===== config.mk =====
export PLATFORM = sky130hd
export DESIGN_NAME = lsu_flat
export DESIGN_NICKNAME = d
export VERILOG_FILES = /design/src/rtl/lsu_pkg.sv /design/src/rtl/lsu_if.sv /design/src/rtl/lsu_align.sv /design/src/rtl/lsu.sv /design/src/flat_wrapper.sv
export SDC_FILE = /design/constraint.sdc
export NUM_CORES = 1
export LEC_CHECK = 0
export ABC_AREA = 1
export CELL_PAD_IN_SITES_DETAIL_PLACEMENT = 1
export CELL_PAD_IN_SITES_GLOBAL_PLACEMENT = 1
export CORE_MARGIN = 5
export CORE_UTILIZATION = 29
export DETAILED_ROUTE_END_ITERATION = 6
export PLACE_DENSITY_LB_ADDON = 0.08
export SYNTH_ARGS = -nofsm -noshare
export SYNTH_HDL_FRONTEND = slang
export SYNTH_SLANG_ARGS = --single-unit
export TNS_END_PERCENT = 50

===== constraint.sdc =====
create_clock -name clk -period 4.2 [get_ports clk]
set_input_delay 1.26 -clock clk [delete_from_list [all_inputs] [get_ports clk]]
set_output_delay 1.26 -clock clk [all_outputs]
set_load 0.02 [all_outputs]

===== src/rtl/lsu_pkg.sv =====
// Shared definitions for the load/store unit: funct3 encodings, FSM states,
// byte-enable patterns and request legality helpers.
package lsu_pkg;

    typedef enum logic [2:0] {
        F3_B  = 3'b000,
        F3_H  = 3'b001,
        F3_W  = 3'b010,
        F3_BU = 3'b100,
        F3_HU = 3'b101
    } funct3_e;

    typedef enum logic [1:0] {
        ST_IDLE   = 2'b00,
        ST_ACCESS = 2'b01,
        ST_DONE   = 2'b10
    } state_e;

    localparam logic [3:0] BE_BYTE = 4'b0001;
    localparam logic [3:0] BE_HALF = 4'b0011;
    localparam logic [3:0] BE_WORD = 4'b1111;

    // Unsigned variants exist only for loads; stores accept B/H/W.
    function automatic logic funct3_legal(input logic write, input logic [2:0] funct3);
        logic legal;
        case (funct3)
            F3_B, F3_H, F3_W: legal = 1'b1;
            F3_BU, F3_HU:     legal = !write;
            default:          legal = 1'b0;
        endcase
        return legal;
    endfunction

    function automatic logic is_misaligned(input logic [2:0] funct3, input logic [1:0] offset);
        logic mis;
        case (funct3)
            F3_H, F3_HU: mis = offset[0];
            F3_W:        mis = (offset != 2'b00);
            default:     mis = 1'b0;
        endcase
        return mis;
    endfunction

endpackage


===== src/rtl/lsu_if.sv =====
// Core-side request/response and data-memory handshake of the load/store unit.
// master: the LSU itself; slave: the core/memory environment around it.
interface lsu_if;
    logic        req_valid;
    logic        req_write;
    logic [2:0]  funct3;
    logic [31:0] addr;
    logic [31:0] wdata;
    logic        stall;
    logic        resp_valid;
    logic [31:0] rdata;
    logic        bus_err;
    logic        misalign;
    logic        mem_req;
    logic        mem_we;
    logic [31:0] mem_addr;
    logic [3:0]  mem_be;
    logic [31:0] mem_wdata;
    logic [31:0] mem_rdata;
    logic        mem_ack;

    modport master (
        input  req_valid, req_write, funct3, addr, wdata, mem_rdata, mem_ack,
        output stall, resp_valid, rdata, bus_err, misalign,
               mem_req, mem_we, mem_addr, mem_be, mem_wdata
    );

    modport slave (
        output req_valid, req_write, funct3, addr, wdata, mem_rdata, mem_ack,
        input  stall, resp_valid, rdata, bus_err, misalign,
               mem_req, mem_we, mem_addr, mem_be, mem_wdata
    );
endinterface


===== src/rtl/lsu_align.sv =====
// Combinational lane logic: store byte enables and data replication,
// load lane selection with sign/zero extension.
module lsu_align
    import lsu_pkg::*;
(
    input  logic [2:0]  funct3,
    input  logic [1:0]  offset,
    input  logic [31:0] wdata,
    input  logic [31:0] mem_rdata,
    output logic [3:0]  be,
    output logic [31:0] store_data,
    output logic [31:0] load_data
);
    logic [7:0]  byte_lane;
    logic [15:0] half_lane;

    assign byte_lane = mem_rdata[{offset, 3'b000} +: 8];
    assign half_lane = mem_rdata[{offset[1], 4'b0000} +: 16];

    always_comb begin
        // NOTE: every output gets a default before the case so no path leaves one unassigned (no latch).
        be         = '0;
        store_data = '0;
        load_data  = '0;
        case (funct3)
            F3_B, F3_BU: begin
                be         = BE_BYTE << offset;
                store_data = {4{wdata[7:0]}};
                load_data  = (funct3 == F3_B) ? {{24{byte_lane[7]}}, byte_lane}
                                              : {24'h0, byte_lane};
            end
            // Halves ignore offset[0]: either trapped upstream or deliberately rounded down.
            F3_H, F3_HU: begin
                be         = BE_HALF << {offset[1], 1'b0};
                store_data = {2{wdata[15:0]}};
                load_data  = (funct3 == F3_H) ? {{16{half_lane[15]}}, half_lane}
                                              : {16'h0, half_lane};
            end
            F3_W: begin
                be         = BE_WORD;
                store_data = wdata;
                load_data  = mem_rdata;
            end
            default: ;
        endcase
    end

endmodule


===== src/rtl/lsu.sv =====
// Load/store unit: single-outstanding memory handshake that stalls the core until done.
// Optional misaligned-access trap enabled by defining LSU_MISALIGN_TRAP_EN.
module lsu
    import lsu_pkg::*;
#(
    parameter int unsigned TIMEOUT_CYCLES = 255,
    parameter int unsigned CNT_W          = 8
) (
    input  logic  clk,
    input  logic  rst,
    lsu_if.master bus
);
    localparam bit               TIMEOUT_EN  = (TIMEOUT_CYCLES != 0);
    localparam logic [CNT_W-1:0] TIMEOUT_VAL = CNT_W'(TIMEOUT_CYCLES);

    state_e           state_q, state_d;
    logic [31:0]      addr_q, wdata_q, rdata_q;
    logic [2:0]       funct3_q;
    logic             write_q, err_q;
    logic [CNT_W-1:0] cnt_q, cnt_inc;
    logic             accept, ack_hit, timeout_hit;
    logic             in_idle, in_access, in_done;
    logic             req_illegal, req_misalign, req_fault;
    logic [3:0]       be;
    logic [31:0]      store_data, load_data;

    assign req_illegal = !funct3_legal(bus.req_write, bus.funct3);
`ifdef LSU_MISALIGN_TRAP_EN
    logic misalign_q;
    assign req_misalign = !req_illegal && is_misaligned(bus.funct3, bus.addr[1:0]);
`else
    assign req_misalign = 1'b0;
`endif
    assign req_fault = req_illegal || req_misalign;
    assign cnt_inc   = cnt_q + 1'b1;

    always_comb begin
        state_d     = state_q;
        accept      = 1'b0;
        ack_hit     = 1'b0;
        timeout_hit = 1'b0;
        case (state_q)
            ST_IDLE: begin
                if (bus.req_valid) begin
                    accept  = 1'b1;
                    state_d = req_fault ? ST_DONE : ST_ACCESS;
                end
            end
            // An ACK arriving on the timeout cycle still completes normally.
            ST_ACCESS: begin
                if (bus.mem_ack) begin
                    ack_hit = 1'b1;
                    state_d = ST_DONE;
                end else if (TIMEOUT_EN && (cnt_inc == TIMEOUT_VAL)) begin
                    timeout_hit = 1'b1;
                    state_d     = ST_DONE;
                end
            end
            ST_DONE: state_d = ST_IDLE;
            default: state_d = ST_IDLE;
        endcase
    end

    // NOTE: clocked state uses non-blocking assignments so every register samples pre-edge values.
    always_ff @(posedge clk) begin
        if (rst) state_q <= ST_IDLE;
        else     state_q <= state_d;
    end

    always_ff @(posedge clk) begin
        if (rst) begin
            cnt_q <= '0;
            err_q <= 1'b0;
        end else if (accept) begin
            cnt_q <= '0;
            err_q <= req_illegal;
        end else begin
            if (in_access)   cnt_q <= cnt_inc;
            if (timeout_hit) err_q <= 1'b1;
        end
    end

`ifdef LSU_MISALIGN_TRAP_EN
    always_ff @(posedge clk) begin
        if (rst)         misalign_q <= 1'b0;
        else if (accept) misalign_q <= req_misalign;
    end
    assign bus.misalign = in_done && misalign_q;
`else
    assign bus.misalign = 1'b0;
`endif

    // NOTE: request/response datapath has no reset: the FSM loads it before anything reads it.
    always_ff @(posedge clk) begin
        if (accept) begin
            addr_q   <= bus.addr;
            wdata_q  <= bus.wdata;
            funct3_q <= bus.funct3;
            write_q  <= bus.req_write;
            rdata_q  <= '0;
        end else if (ack_hit) begin
            rdata_q  <= write_q ? '0 : load_data;
        end
    end

    lsu_align u_align (
        .funct3     (funct3_q),
        .offset     (addr_q[1:0]),
        .wdata      (wdata_q),
        .mem_rdata  (bus.mem_rdata),
        .be         (be),
        .store_data (store_data),
        .load_data  (load_data)
    );

    assign in_idle   = (state_q == ST_IDLE);
    assign in_access = (state_q == ST_ACCESS);
    assign in_done   = (state_q == ST_DONE);

    assign bus.stall      = (in_idle && bus.req_valid) || in_access;
    assign bus.resp_valid = in_done;
    assign bus.bus_err    = in_done && err_q;
    assign bus.rdata      = in_done ? rdata_q : '0;

    assign bus.mem_req   = in_access;
    assign bus.mem_we    = in_access && write_q;
    assign bus.mem_addr  = in_access ? {addr_q[31:2], 2'b00} : '0;
    assign bus.mem_be    = in_access ? be : '0;
    assign bus.mem_wdata = (in_access && write_q) ? store_data : '0;

endmodule


===== src/flat_wrapper.sv =====
// flat-port wrapper written by rule: the top's interface ports become plain ports
module lsu_flat import lsu_pkg::*;
#(
    parameter int unsigned TIMEOUT_CYCLES = 255,
    parameter int unsigned CNT_W          = 8
)
  (clk, rst, bus_req_valid, bus_req_write, bus_funct3, bus_addr, bus_wdata, bus_mem_rdata, bus_mem_ack, bus_stall, bus_resp_valid, bus_rdata, bus_bus_err, bus_misalign, bus_mem_req, bus_mem_we, bus_mem_addr, bus_mem_be, bus_mem_wdata);
  lsu_if bus_i ();
  input  logic clk;
  input  logic rst;
  input wire logic [$bits(bus_i.req_valid)-1:0] bus_req_valid;
  input wire logic [$bits(bus_i.req_write)-1:0] bus_req_write;
  input wire logic [$bits(bus_i.funct3)-1:0] bus_funct3;
  input wire logic [$bits(bus_i.addr)-1:0] bus_addr;
  input wire logic [$bits(bus_i.wdata)-1:0] bus_wdata;
  input wire logic [$bits(bus_i.mem_rdata)-1:0] bus_mem_rdata;
  input wire logic [$bits(bus_i.mem_ack)-1:0] bus_mem_ack;
  output wire logic [$bits(bus_i.stall)-1:0] bus_stall;
  output wire logic [$bits(bus_i.resp_valid)-1:0] bus_resp_valid;
  output wire logic [$bits(bus_i.rdata)-1:0] bus_rdata;
  output wire logic [$bits(bus_i.bus_err)-1:0] bus_bus_err;
  output wire logic [$bits(bus_i.misalign)-1:0] bus_misalign;
  output wire logic [$bits(bus_i.mem_req)-1:0] bus_mem_req;
  output wire logic [$bits(bus_i.mem_we)-1:0] bus_mem_we;
  output wire logic [$bits(bus_i.mem_addr)-1:0] bus_mem_addr;
  output wire logic [$bits(bus_i.mem_be)-1:0] bus_mem_be;
  output wire logic [$bits(bus_i.mem_wdata)-1:0] bus_mem_wdata;
  assign bus_i.req_valid = bus_req_valid;
  assign bus_i.req_write = bus_req_write;
  assign bus_i.funct3 = bus_funct3;
  assign bus_i.addr = bus_addr;
  assign bus_i.wdata = bus_wdata;
  assign bus_i.mem_rdata = bus_mem_rdata;
  assign bus_i.mem_ack = bus_mem_ack;
  assign bus_stall = bus_i.stall;
  assign bus_resp_valid = bus_i.resp_valid;
  assign bus_rdata = bus_i.rdata;
  assign bus_bus_err = bus_i.bus_err;
  assign bus_misalign = bus_i.misalign;
  assign bus_mem_req = bus_i.mem_req;
  assign bus_mem_we = bus_i.mem_we;
  assign bus_mem_addr = bus_i.mem_addr;
  assign bus_mem_be = bus_i.mem_be;
  assign bus_mem_wdata = bus_i.mem_wdata;
  lsu #(.TIMEOUT_CYCLES(TIMEOUT_CYCLES), .CNT_W(CNT_W)) u_core (.clk(clk), .rst(rst), .bus(bus_i));
endmodule

-- Word-level counts from Yosys, hierarchy flattened
Cells that the tools add are included.
- divide/modulo/power cells: 0
- add/subtract/negate cells: 1
- reduce and logical (&&, ||, !) cells: 16
- shift operators: 4
- $mul: 0
- multiplexer cells: 25
- order comparisons: 0
- equality and inequality tests: 13
- bitwise operators: 0
- operators with widths (operator ; count):
    2-to-1 mux 32 bit ; 6
    one-hot mux 32 bit (3 select lines) ; 2
    indexed part select 32 x 6 -> 16 bit ; 1
    indexed part select 32 x 6 -> 8 bit ; 1
    equality test 3 bit, second input constant ; 4
    one-hot mux 4 bit (3 select lines) ; 1
    2-to-1 mux 1 bit ; 9
    adder 8 x 1 -> 8 bit, second input constant ; 1
    equality test 8 bit, second input constant ; 1
    2-to-1 mux 2 bit ; 4
    OR reduction 2 bit ; 4
    equality test 3 x 1 -> 1 bit, second input constant ; 2
    equality test 3 x 2 -> 1 bit, second input constant ; 2
    zero test 3 bit ; 2
    2-to-1 mux 4 bit ; 1
    one-hot mux 2 bit (2 select lines) ; 1
    << shifter 1 x 2 -> 4 bit, first input constant ; 1
    << shifter 2 x 2 -> 4 bit, first input constant ; 1
    logical AND 1 bit ; 3
    inequality test 3 bit, second input constant ; 1
    OR reduction 3 bit ; 1
    equality test 2 x 1 -> 1 bit, second input constant ; 1
    equality test 2 bit, second input constant ; 1
    zero test 1 bit ; 2
    6 further kinds ; 6
- input bits: 104
- ROM bits: 0
- register bits: 111
- latch bits: 0
- memories: 0
- bits in writable memories: 0

-- Depth between registers and ports, before layout
Gate-level depths: netlist of run 1.
- depth in word-level cells: 7
- gate-level depth with buffers: 11

-- By module
A second synthesis of run 1 with hierarchy kept.
- cells, all modules: 899
- area, all modules: 6566.3 sq um
- by module, submodules not included (module ; cells each ; area each (sq um) ; seq. area each (sq um) ; times used):
    lsu ; 492 ; 4840.9 ; 2902.8 ; 1
    lsu_align ; 407 ; 1725.4 ; 0.0 ; 1

-- Worst setup path after synthesis of run 1
OpenSTA, ideal clock, no wires.
- path kind: in2reg
- start: input port bus_req_valid
- end: register u_core.addr_q[0] (enable)
- path slack: 237 ps
- data required time: 3741 ps
- setup time: 459 ps
- buffers on the path: 1
- stages on the path: 3
- data arrival time: 3504 ps
- cells stage by stage: nand2_1 > clkinv_1 > clkbuf_1
- longest elaborated chain between the ends: 2
- ends and longest elaborated chain (element ; RTL line ; source):
    from (decl) ; flat_wrapper.sv:11 ; input wire logic [$bits(bus_i.req_valid)-1:0] bus_req_valid;
    2-to-1 mux 1 bit ; lsu.sv:44 ; if (bus.req_valid) begin
    2-to-1 mux 1 bit ; lsu.sv:42 ; case (state_q)
    via u_core.accept ; lsu.sv:21 ; logic accept, ack_hit, timeout_hit;
    to (signal assigned) ; lsu.sv:96 ; addr_q <= bus.addr;
    to (decl) ; lsu.sv:17 ; logic [31:0] addr_q, wdata_q, rdata_q;
The timed path passes the listed nets, and every way through them passes these cells.
A chain may end at the register's enable or synchronous reset.

-- Worst setup path in the final report of run 1
- start: register u_core.funct3_q[1]
- end: output port bus_mem_wdata[11]
- longest elaborated chain between the ends: 4
- ends and longest elaborated chain (element ; RTL line ; source):
    from (decl) ; lsu.sv:18 ; logic [2:0] funct3_q;
    from (signal assigned) ; lsu.sv:98 ; funct3_q <= bus.funct3;
    equality test 3 x 1 -> 1 bit (tied with other cells) ; lsu_align.sv:25 ; case (funct3)
    OR reduction 2 bit ; lsu_align.sv:25 ;
    one-hot mux 32 bit (3 select lines) * ; lsu_align.sv:25 ;
    2-to-1 mux 32 bit * ; lsu.sv:129 ; assign bus.mem_wdata = (in_access && write_q) ? store_data : '0;
    to (decl) ; flat_wrapper.sv:27 ; output wire logic [$bits(bus_i.mem_wdata)-1:0] bus_mem_wdata;
Mark *: on every way between the ends. The rest lies on a longest branch, timed or not.

==> results of run 1 <==
[placed cells by master, fill, tap and decap left out, types with 3 or more instances in the layout]
master / instances
a21oi_1: 56
a221oi_1: 8
a22oi_1: 8
buf_4: 14
clkbuf_16: 9
clkdlybuf4s50_1: 206
clkinv_1: 3
conb_1: 3
dfxtp_1: 43
edfxtp_1: 68
inv_1: 150
inv_2: 3
nand2_1: 184
nand3_1: 15
nor2_1: 106
o21ai_0: 54
o21ai_1: 4
or2_2: 7
[area by class of cell]
cell class | count | area [µm²]
clock buffer | 9 | 225
clock inverter | 7 | 104
fill | 2405 | 11100
inverter | 157 | 591
multi-input combinational | 467 | 2110
sequential | 111 | 2900
tap | 265 | 332
timing repair buffer | 221 | 2190
[worst max path at each step]
stage	end	slack (ns)	cells past startpoint
floorplan	u_core.addr_q[0]$_DFFE_PP_	0.24	3
global placement	bus_stall	0.41	4
detailed placement	bus_stall	0.40	4
CTS	bus_mem_wdata[12]	0.24	8
global route	bus_mem_wdata[10]	0.08	8
finish	bus_mem_wdata[11]	0.30	8
[worst register-to-register path: stages, from the launching register on]
cell and delay [ns]:
edfxtp_1 0.59, buf_4 0.30, o21ai_0 0.33, nand3_2 0.37, o21ai_0 0.26, inv_1 0.07, nand2_1 0.08, nand2_1 0.05
a21oi_1 0.12
[where the power goes]
part	leakage (µW)	switching, µW	total, µW	internal, µW
logic	0.00225	243	430	187
clock network	0.000159	426	958	532
registers	0.00100	26.0	1250	1220
total	0.00341	695	2640	1940
[state kept, by name, indices dropped and copies added (netlist names)]
register and count:
u_core.write_q 1, u_core.funct3_q 3, u_core.cnt_q 8, u_core.rdata_q 32, u_core.err_q 1, u_core.addr_q 32
u_core.wdata_q 32, u_core.state_q 2
[cell families (layout without fill, tap and decap cells)]
kind of cell,Yosys count,in the layout
AND/OR/NAND/NOR,320,320
AO/OA/AOI/OAI,141,141
buffers and inverters,194,394
adder cells (fa/ha/maj),2,2
XOR/XNOR,1,1
flip-flops,111,111
other,1,3
[per-stage QoR]
stage                     std cells  utilization  total power, µW  cell area (µm²)
after floorplan                 772            -             1490             5800
after global placement         1221        0.415             1710             8120
after detailed placement       1221        0.415             1710             8120
after CTS                      1237        0.432             2690             8450
after global routing           1237        0.432             2770             8450
final                          1237        0.432             2640             8450
[per-layer routing]
layer	vias up	track usage
met5	-	0
met4	0	0.0471
met3	14	0.0518
met2	138	0.300
met1	2514	0.207
li1	2778	-
==> tab_implementation.tex, run 1 <==
\begin{tabular}{lr}
\hline
Metric & Value \\
\hline
\multicolumn{2}{l}{\textbf{Floorplanning}} \\
Count of pins on the block boundary & 210 \\
Placeable core region & 19600 µm² \\
Overall die width & 151 µm \\
Total Die Area & 22900 µm² \\
Starting Density & 0.296 \\
Number of cell rows & 51 \\
Floorplan die height & 151 µm \\
\multicolumn{2}{l}{\textbf{Placed design}} \\
Worst setup timing slack at the placement stage & 0.397 ns \\
Final weighted congestion in routability-driven placement & 0.747 \\
Final HPWL from detailed placement & 14.9 mm \\
Number of I/O port buffers & 206 \\
\multicolumn{2}{l}{\textbf{Worst hold path}} \\
Number of cells on the worst hold path & 2 \\
Class of the worst hold path & reg -> reg \\
Hold endpoint & u\_core.rdata\_q[27]\$\_SDFFE\_PP0P\_ \\
Worst hold path startpoint & u\_core.rdata\_q[27]\$\_SDFFE\_PP0P\_ \\
\multicolumn{2}{l}{\textbf{Power}} \\
Leak pwr & 0.00341 µW \\
Pwr per Cell Area & 312 nW/µm² \\
Largest vdd supply drop & 0.193 mV \\
\multicolumn{2}{l}{\textbf{Critical path}} \\
Worst Path Buf+Inv & 4 \\
Category of the critical setup timing path & reg -> out \\
Kind of end point of the critical path & output pin \\
Crit Path Max Fanout & 15 \\
Endpoint arrival time on the critical path & 2.64 ns \\
Stage delay of the slowest cell on the critical path & 0.60 ns \\
Reg2Reg Capture Point & u\_core.rdata\_q[26]\$\_SDFFE\_PP0P\_ \\
R2r startpoint & u\_core.addr\_q[1]\$\_DFFE\_PP\_ \\
Cell depth of the worst flop-to-flop path & 8 \\
Worst-path cell chain & nor2\_1 > clkinv\_1 > buf\_4 > nor2\_1 > a21oi\_1 > or2\_2 > inv\_1 > clkdlybuf4s50\_1 \\
Critical Path Start & u\_core.funct3\_q[1]\$\_DFFE\_PP\_ \\
Register-to-register setup slack & 1.96 ns \\
Kind of cell adding the most delay to the critical path & buffers and inverters \\
Library cell contributing the largest single delay on the critical path & clkdlybuf4s50\_1 \\
Cell occurring most often along the worst timing path & nor2\_1 \\
Endpoint required time on the critical path & 2.94 ns \\
Type of element launching the critical path & flip-flop \\
\multicolumn{2}{l}{\textbf{Timing}} \\
Final sum of negative setup slack & 0 ns \\
Post-route fraction of the period consumed by the critical path & 0.929 \\
Final critical delay including setup and external delays & 3.90 ns \\
Final number of hold-violating endpoints & 0 \\
Worst setup slack after layout & 0.299 ns \\
Worst slew pin tran & 0.989 ns \\
Top achievable clock speed & 256 MHz \\
Total setup violations reported at the end of the flow & 0 \\
Number of max-slew violations in the final report & 0 \\
Worst slack on hold paths & 0.466 ns \\
Normalized max-slew margin & 0.340 \\
Clock skew after layout & 0.00924 ns \\
Unrepaired setup endpoints after global routing & false \\
\multicolumn{2}{l}{\textbf{Routing}} \\
Total Wirelength & 19.6 mm \\
DR iter-0 viols & 207 \\
Met1 WL & 8.10 mm \\
DRC errors left & 0 \\
Detailed route wirelength on metal3 & 1.50 mm \\
Met2 Routed Length & 9.70 mm \\
Vias per cell & 4.40 \\
Uppermost layer routed & met4 \\
DR WL/cell & 15.8 µm \\
Routed via count & 5444 \\
Post-route ant nets & 0 \\
Total iterations of the first detailed-routing run & 4 \\
\multicolumn{2}{l}{\textbf{Logic synthesis}} \\
Library cells used by synthesis & 37 \\
Sequential cell area fraction in the yosys report & 0.501 \\
Top-area cell type share of the netlist area & 0.352 \\
Arithmetic-cell share of the synthesized area counting full adders, half adders and majority gates & 0.00432 \\
Mean Syn Cell Area & 7.53 µm² \\
Basic-gate share of the synthesized area counting and, or, nand and nor cells & 0.219 \\
Number of cells produced by synthesis & 770 \\
XOR/XNOR share of the synthesized area & 0.00151 \\
Leading post-synthesis cells by instance count & nand2\_1 (184), inv\_1 (150), nor2\_1 (106) \\
Top FF cell, synth & edfxtp\_1 \\
Combinational family with the most area after synthesis & simple AND/OR/NAND/NOR gates \\
YS warnings & 0 \\
Portion of netlist area occupied by mux cells & 0 \\
Most instantiated library cell after synthesis & nand2\_1 \\
Proportion of register bits with asynchronous set or reset after synthesis & 0 \\
Largest area contributor in the synthesized netlist & edfxtp\_1 \\
Area of the mapped netlist & 5800 µm² \\
Ranking of synthesized cells by area & edfxtp\_1 (35\%), dfxtp\_1 (15\%), nand2\_1 (12\%) \\
Complex-gate fraction of the synthesized area & 0.138 \\
Post-synthesis register bit count & 111 \\
Number of enable flip-flop cells after synthesis & 68 \\
\multicolumn{2}{l}{\textbf{Finish}} \\
Antenna diodes & 0 \\
Fraction of layout instances using a drive strength above 1 & 0.0504 \\
P\&R area growth vs syn & 45.8\% \\
Number of nets in the finished design & 1073 \\
\multicolumn{2}{l}{\textbf{Global routing}} \\
All-layer global routing usage & 0.172 \\
Wire length of the first global-routing pass & 30.5 mm \\
GRT Residual Overflow & 0 \\
Maximum number of pins on one net before global-route repair & 60 \\
Antenna violations before repair & 0 \\
Vias in the first global route & 5671 \\
\multicolumn{2}{l}{\textbf{Clocking}} \\
Register clock-pin slew on the reported worst setup and hold paths & 0.08 ns \\
Quantity of hold-fixing buffers added after cts & 0 \\
Number of setup buffers added after CTS & 0 \\
Total CTS buffers & 9 \\
Number of levels in the clock H-tree & 3 \\
Maximum buffer depth of the clock tree & 2 \\
CTS root buffer & clkbuf\_16 \\
Post-CTS sizing & 0 \\
Clock sink count & 111 \\
Insertion delay to the later sink of the worst-skew pair & 0.36 ns \\
TritonCTS clock tree & yes \\
\multicolumn{2}{l}{\textbf{Run status}} \\
Status & finished clean \\
\multicolumn{2}{l}{\textbf{Flow run}} \\
Number of maximum-capacitance violations & 0 \\
\hline
\end{tabular}
(Power assumes the default switching activity.)
==> run 2: changes to the inputs <==
- CORE_UTILIZATION: 29 -> 30
- clock period: 4.2 -> 4.34 ns (I/O delays scaled with it)
==> run 2 against run 1 <==
Compared with the run above:
- clock power is 13% lower
- non-clock buffer count is 3 higher
- critical path type is now in -> out
- die area shrank 3.1%
- cell count shrank 0.16%
- design area down 0.25%
- via count increased by 1.8%
- wire length grew 1.4%
- sequential cell count is the same
==> tab_implementation.tex, run 2 (synthesis gave the netlist of run 1 again) <==
\begin{tabular}{lr}
\hline
Metric & Value \\
\hline
\multicolumn{2}{l}{\textbf{Floorplanning}} \\
Starting Density & 0.307 (+0.0109) \\
Placeable core region & 18900 µm² (-3.6\%) \\
Number of cell rows & 50 (-2.0\%) \\
Overall die width & 149 µm (-1.6\%) \\
Total Die Area & 22200 µm² (-3.1\%) \\
Floorplan die height & 149 µm (-1.6\%) \\
Count of pins on the block boundary & 210 (unchanged) \\
\multicolumn{2}{l}{\textbf{Finish}} \\
Antenna diodes & 0 (unchanged) \\
Commonest non-fill, non-tap cell in the layout & clkdlybuf4s50\_1 \\
Fraction of layout instances using a drive strength above 1 & 0.0492 (-0.00118) \\
P\&R area growth vs syn & 45.5\% \\
Number of nets in the finished design & 1076 (+0.28\%) \\
Leading registers by flop count & u\_core.addr\_q (32), u\_core.rdata\_q (32), u\_core.wdata\_q (32) \\
Layout filler cell count & 2328 (-3.2\%) \\
Most frequent cells in the layout & clkdlybuf4s50\_1 (206), nand2\_1 (184), inv\_1 (150) \\
\multicolumn{2}{l}{\textbf{Routing}} \\
Routed via count & 5541 (+1.8\%) \\
DRC errors left & 0 (unchanged) \\
DR iter-0 viols & 180 (-13\%) \\
Post-route ant nets & 0 (unchanged) \\
Vias per cell & 4.49 (+1.9\%) \\
Total iterations of the first detailed-routing run & 4 (unchanged) \\
Total Wirelength & 19.8 mm (+1.4\%) \\
DR WL/cell & 16.1 µm (+1.6\%) \\
\multicolumn{2}{l}{\textbf{Timing}} \\
Unrepaired setup endpoints after global routing & false \\
Final critical delay including setup and external delays & 3.99 ns \\
Final number of hold-violating endpoints & 0 (unchanged) \\
Top achievable clock speed & 251 MHz \\
Post-route fraction of the period consumed by the critical path & 0.919 \\
Clock skew after layout & 0.0126 ns (+0.00338 ns) \\
Worst slew pin tran & 0.973 ns (-0.0159 ns) \\
Worst setup slack after layout & 0.353 ns (+0.0546 ns) \\
Total setup violations reported at the end of the flow & 0 (unchanged) \\
Normalized max-slew margin & 0.351 (+0.0106) \\
Final sum of negative setup slack & 0 ns (unchanged) \\
Number of max-slew violations in the final report & 0 (unchanged) \\
\multicolumn{2}{l}{\textbf{Global routing}} \\
GRT Residual Overflow & 0 (unchanged) \\
Vias in the first global route & 5886 (+3.8\%) \\
Wire length of the first global-routing pass & 31.3 mm (+2.6\%) \\
Maximum number of pins on one net before global-route repair & 82 (+37\%) \\
Antenna violations before repair & 0 (unchanged) \\
All-layer global routing usage & 0.179 (+0.00627) \\
\multicolumn{2}{l}{\textbf{Worst hold path}} \\
Class of the worst hold path & reg -> reg \\
Number of cells on the worst hold path & 2 (unchanged) \\
Worst hold path startpoint & u\_core.rdata\_q[1]\$\_SDFFE\_PP0P\_ \\
Hold endpoint & u\_core.rdata\_q[1]\$\_SDFFE\_PP0P\_ \\
\multicolumn{2}{l}{\textbf{Placed design}} \\
Number of I/O port buffers & 206 (unchanged) \\
Final HPWL from detailed placement & 14.8 mm (-0.48\%) \\
Final weighted congestion in routability-driven placement & 0.780 (+4.3\%) \\
Worst setup timing slack at the placement stage & 0.354 ns (-0.0431 ns) \\
\multicolumn{2}{l}{\textbf{Run status}} \\
Status & finished clean \\
\multicolumn{2}{l}{\textbf{Power}} \\
Net switching power figure & 650 µW (-6.5\%) \\
Largest vdd supply drop & 0.181 mV (-6.4\%) \\
Sw Ratio & 0.263 (about the same) \\
Relative contribution of the clock network to total power & 0.339 (-0.024) \\
Sequential group share of total power & 0.490 (+0.016) \\
Leak pwr & 0.00341 µW (-0.12\%) \\
Part of the power in combinational logic & 0.172 (+0.009) \\
Cell-internal power & 1820 µW (-6.4\%) \\
Pwr per Cell Area & 293 nW/µm² (-6.2\%) \\
\multicolumn{2}{l}{\textbf{Clocking}} \\
Register clock-pin slew on the reported worst setup and hold paths & 0.07 ns (about the same) \\
Total CTS buffers & 9 (unchanged) \\
Number of setup buffers added after CTS & 0 (unchanged) \\
TritonCTS clock tree & yes \\
CTS root buffer & clkbuf\_16 \\
Maximum buffer depth of the clock tree & 2 (unchanged) \\
Clock sink count & 111 (unchanged) \\
Insertion delay to the later sink of the worst-skew pair & 0.35 ns (about the same) \\
Post-CTS sizing & 0 (unchanged) \\
Quantity of hold-fixing buffers added after cts & 0 (unchanged) \\
Number of levels in the clock H-tree & 3 (unchanged) \\
\multicolumn{2}{l}{\textbf{Critical path}} \\
R2r startpoint & u\_core.funct3\_q[1]\$\_DFFE\_PP\_ \\
Register-to-register setup slack & 2.30 ns (+0.34 ns) \\
Cell depth of the worst flop-to-flop path & 10 (+2) \\
Kind of end point of the critical path & output pin \\
Crit Path Max Fanout & 2 (-13) \\
Endpoint arrival time on the critical path & 2.68 ns (+0.04 ns) \\
Category of the critical setup timing path & in -> out \\
Endpoint required time on the critical path & 3.04 ns (+0.10 ns) \\
Reg2Reg Capture Point & u\_core.rdata\_q[26]\$\_SDFFE\_PP0P\_ \\
Type of element launching the critical path & primary input \\
\multicolumn{2}{l}{\textbf{Flow run}} \\
Number of maximum-capacitance violations & 0 (unchanged) \\
\hline
\end{tabular}
## run 2: changes by cell type in the layout (fill, tap and decap cells not counted)
| cell | change |
|---|---|
| buf_4 | +3 |
| clkinvlp_4 | -1 |
| bufinv_16 | -1 |
| inv_4 | +1 |
| clkinv_1 | +2 |
| clkinv_2 | -2 |
| inv_8 | -1 |
| clkbuf_1 | +2 |
## run 2: per-stage QoR
step / hold WS (ns) / total power (µW) / util / area [µm²] / cells
2_1_floorplan: 0.445 / 1440 / - / 5800 / 772
3_3_place_gp: 0.455 / 1650 / 0.431 / 8140 / 1219
3_5_place_dp: 0.456 / 1660 / 0.431 / 8140 / 1219
4_1_cts: 0.468 / 2510 / 0.446 / 8430 / 1235
5_1_grt: 0.494 / 2600 / 0.446 / 8430 / 1235
6_report: 0.467 / 2470 / 0.446 / 8430 / 1235
## run 2: area by class of cell
class                   instances  area (µm²)  share of cell area
clock buffers                  11         233              0.0276
clock inverters                 5        57.6             0.00683
inverters                     157         592              0.0702
multi-input cells             467        2110               0.250
flip-flops and latches        111        2900               0.344
well taps                     260         325              0.0386
repair buffers                224        2210               0.262
## run 2: worst max-delay path by stage
stage	startpoint	to	slack [ns]
detailed placement	bus_req_valid	bus_stall	0.35
CTS	u_core.funct3_q[1]$_DFFE_PP_	bus_mem_wdata[10]	0.33
global route	u_core.funct3_q[1]$_DFFE_PP_	bus_mem_wdata[10]	0.18
finish	bus_req_valid	bus_stall	0.35
floorplan	bus_req_valid	u_core.addr_q[0]$_DFFE_PP_	0.34
global placement	bus_req_valid	bus_stall	0.35
## run 2: power by group through the flow
stage | Clock [µW] | Combinational (µW) | Sequential (µW)
CTS | 868 | 432 | 1210
detailed placement | 0 | 429 | 1230
floorplan | 0 | 213 | 1230
global route | 911 | 472 | 1210
finish | 836 | 424 | 1210
global placement | 0 | 425 | 1230
## run 2: worst max-delay path, stage by stage
cell	delay, ns
clkdlybuf4s50_1	0.51
nand2_1	0.12
nand2_1	0.09
clkdlybuf4s50_1	0.66
## run 2: metal layers
metal | track usage | vias to the layer above | wire length, µm
li1 | - | 2790 | -
met1 | 0.205 | 2574 | 8040
met2 | 0.308 | 163 | 9490
met3 | 0.0796 | 14 | 2090
met4 | 0.0384 | 0 | 222
met5 | 0 | - | 0
==> run 3: changes to the inputs <==
- CORE_UTILIZATION: 30 -> 33
- CTS_BUF_LIST: unset -> sky130_fd_sc_hd__clkbuf_2 sky130_fd_sc_hd__clkbuf_4 sky130_fd_sc_hd__clkbuf_8
==> run 3 against run 2 <==
Compared with the run above:
- sequential power about the same
- wire length decreased by 1.2%
- cell count decreased by 3.2%
- non-clock buffer count decreased by 3
- hold slack improved by 0.0051 ns
- critical endpoint is now bus_mem_wdata[9]
- fmax decreased by 0.34%
- critical path type is now reg -> out
- utilization increased by 3.4 points
- global-route usage increased by 1.2 points
- register-to-register slack got worse by 0.24 ns
- largest cell class unchanged
- critical path depth increased by 4
- combinational power decreased by 1%
==> tab_implementation.tex, run 3 (synthesis gave the netlist of run 1 again) <==
\begin{tabular}{lr}
\hline
Metric & Value \\
\hline
\multicolumn{2}{l}{\textbf{Critical path}} \\
Category of the critical setup timing path & reg -> out \\
Kind of end point of the critical path & output pin \\
Type of element launching the critical path & flip-flop \\
Endpoint required time on the critical path & 3.04 ns (about the same) \\
Crit Path Max Fanout & 8 (+6) \\
Cell depth of the worst flop-to-flop path & 8 (-2) \\
Endpoint arrival time on the critical path & 2.70 ns (+0.02 ns) \\
\multicolumn{2}{l}{\textbf{Clocking}} \\
Register clock-pin slew on the reported worst setup and hold paths & 0.11 ns (+0.04 ns) \\
Quantity of hold-fixing buffers added after cts & 0 (unchanged) \\
Number of levels in the clock H-tree & 3 (unchanged) \\
TritonCTS clock tree & yes \\
CTS root buffer & clkbuf\_8 \\
Clock sink count & 111 (unchanged) \\
Insertion delay to the later sink of the worst-skew pair & 0.40 ns (+0.05 ns) \\
Number of setup buffers added after CTS & 0 (unchanged) \\
Total CTS buffers & 9 (unchanged) \\
Maximum buffer depth of the clock tree & 2 (unchanged) \\
Post-CTS sizing & 0 (unchanged) \\
\multicolumn{2}{l}{\textbf{Global routing}} \\
All-layer global routing usage & 0.191 (+0.0120) \\
Maximum number of pins on one net before global-route repair & 69 (-16\%) \\
Wire length of the first global-routing pass & 30.6 mm (-2.0\%) \\
Vias in the first global route & 5929 (+0.73\%) \\
Antenna violations before repair & 2 (+2) \\
GRT Residual Overflow & 0 (unchanged) \\
\multicolumn{2}{l}{\textbf{Routing}} \\
Vias per cell & 4.68 (+4.2\%) \\
DR iter-0 viols & 245 (+36\%) \\
DRC errors left & 0 (unchanged) \\
Total iterations of the first detailed-routing run & 4 (unchanged) \\
DR WL/cell & 16.4 µm (+2.0\%) \\
Routed via count & 5593 (+0.94\%) \\
Post-route ant nets & 0 (unchanged) \\
Total Wirelength & 19.6 mm (-1.2\%) \\
\multicolumn{2}{l}{\textbf{Finish}} \\
Layout Cell Area excl Fill & 8270 µm² (-1.9\%) \\
Leading registers by flop count & u\_core.addr\_q (32), u\_core.rdata\_q (32), u\_core.wdata\_q (32) \\
Most frequent cells in the layout & clkdlybuf4s50\_1 (206), nand2\_1 (184), inv\_1 (150) \\
Fraction of layout instances using a drive strength above 1 & 0.0494 (+0.000203) \\
Antenna diodes & 0 (unchanged) \\
Number of nets in the finished design & 1073 (-0.28\%) \\
Commonest non-fill, non-tap cell in the layout & clkdlybuf4s50\_1 \\
P\&R area growth vs syn & 42.7\% \\
\multicolumn{2}{l}{\textbf{Placed design}} \\
Final HPWL from detailed placement & 14.9 mm (+0.54\%) \\
Final weighted congestion in routability-driven placement & 0.831 (+6.6\%) \\
Worst setup timing slack at the placement stage & 0.452 ns (+0.0987 ns) \\
Number of I/O port buffers & 206 (unchanged) \\
Cell area after placement & 8080 µm² (-0.81\%) \\
\multicolumn{2}{l}{\textbf{Timing}} \\
Worst slack on hold paths & 0.472 ns (+0.00511 ns) \\
Post-route fraction of the period consumed by the critical path & 0.922 (+0.00311) \\
Worst slew pin tran & 1.01 ns (+0.0399 ns) \\
Unrepaired setup endpoints after global routing & false \\
Number of max-slew violations in the final report & 0 (unchanged) \\
Worst setup slack after layout & 0.340 ns (-0.0135 ns) \\
Final sum of negative setup slack & 0 ns (unchanged) \\
Normalized max-slew margin & 0.324 (-0.0266) \\
Clock skew after layout & 0.00783 ns (-0.00479 ns) \\
Total setup violations reported at the end of the flow & 0 (unchanged) \\
Final critical delay including setup and external delays & 4.00 ns (+0.0135 ns) \\
Top achievable clock speed & 250 MHz (-0.34\%) \\
Final number of hold-violating endpoints & 0 (unchanged) \\
\multicolumn{2}{l}{\textbf{Worst hold path}} \\
Class of the worst hold path & reg -> reg \\
Number of cells on the worst hold path & 2 (unchanged) \\
\multicolumn{2}{l}{\textbf{Floorplanning}} \\
Overall die width & 143 µm (-4.3\%) \\
Floorplan die height & 143 µm (-4.3\%) \\
Count of pins on the block boundary & 210 (unchanged) \\
Starting Density & 0.336 (+0.0295) \\
Placeable core region & 17200 µm² (-8.8\%) \\
Number of cell rows & 48 (-4.0\%) \\
Total Die Area & 20300 µm² (-8.5\%) \\
\multicolumn{2}{l}{\textbf{Power}} \\
Leak pwr & 0.00335 µW (-1.8\%) \\
Largest vdd supply drop & 0.158 mV (-12\%) \\
Pwr per Cell Area & 277 nW/µm² (-5.4\%) \\
\multicolumn{2}{l}{\textbf{Flow run}} \\
Number of maximum-capacitance violations & 0 (unchanged) \\
\multicolumn{2}{l}{\textbf{Run status}} \\
Status & finished clean \\
\hline
\end{tabular}
[run 3: changes by cell type in the layout (fill, tap and decap cells not counted), sizes merged]
cell	delta
buf	-3
clkbuf	-1
clkinv	-3
clkinvlp	+2
inv	+1
[run 3: routing by layer]
| metal | vias up | share of wire | GRT usage |
|---|---|---|---|
| met5 | - | 0.0014 | 0 |
| met4 | 4 | 0.012 | 0.0510 |
| met3 | 19 | 0.078 | 0.0581 |
| met2 | 166 | 0.48 | 0.326 |
| met1 | 2623 | 0.43 | 0.234 |
| li1 | 2781 | - | - |
[run 3: worst max-delay path: stages (launching register included)]
cell             delay [ns]
edfxtp_1               0.51
nor2_1                 0.28
clkinv_1               0.14
buf_4                  0.20
nor2_1                 0.15
a21oi_1                0.06
or2_2                  0.29
inv_1                  0.05
clkdlybuf4s50_1        0.62
[run 3: final timing paths]
kind	slack (ns)	end	start
hold / removal	0.47	u_core.rdata_q[19]$_SDFFE_PP0P_	u_core.rdata_q[19]$_SDFFE_PP0P_
setup / recovery	0.34	bus_mem_wdata[9]	u_core.funct3_q[1]$_DFFE_PP_
hold reg to reg	0.47	u_core.rdata_q[19]$_SDFFE_PP0P_	u_core.rdata_q[19]$_SDFFE_PP0P_
setup reg to reg	2.06	u_core.rdata_q[29]$_SDFFE_PP0P_	u_core.state_q[0]$_SDFFE_PP0P_
[run 3: where the power goes]
part           total (µW)  switching, µW  leakage [µW]  internal [µW]
combinational         418            238       0.00225            181
sequential           1210           25.7       0.00100           1180
clock                 664            385     0.0000958            279
total                2290            648       0.00335           1640
[run 3: area by class of cell]
class,count,area (µm²)
Sequential cell,111,2900
Clock buffer,10,131
Timing Repair Buffer,221,2190
Fill cell,2138,8960
Clock inverter,5,67.6
Inverter,157,592
Tap cell,225,282
Multi-Input combinational cell,467,2110
[run 3: through the flow]
step | util | std cells | total power, µW
after floorplan | - | 772 | 1440
after global placement | 0.468 | 1181 | 1640
after detailed placement | 0.468 | 1181 | 1650
after CTS | 0.480 | 1196 | 2320
after global routing | 0.480 | 1196 | 2400
final | 0.480 | 1196 | 2290
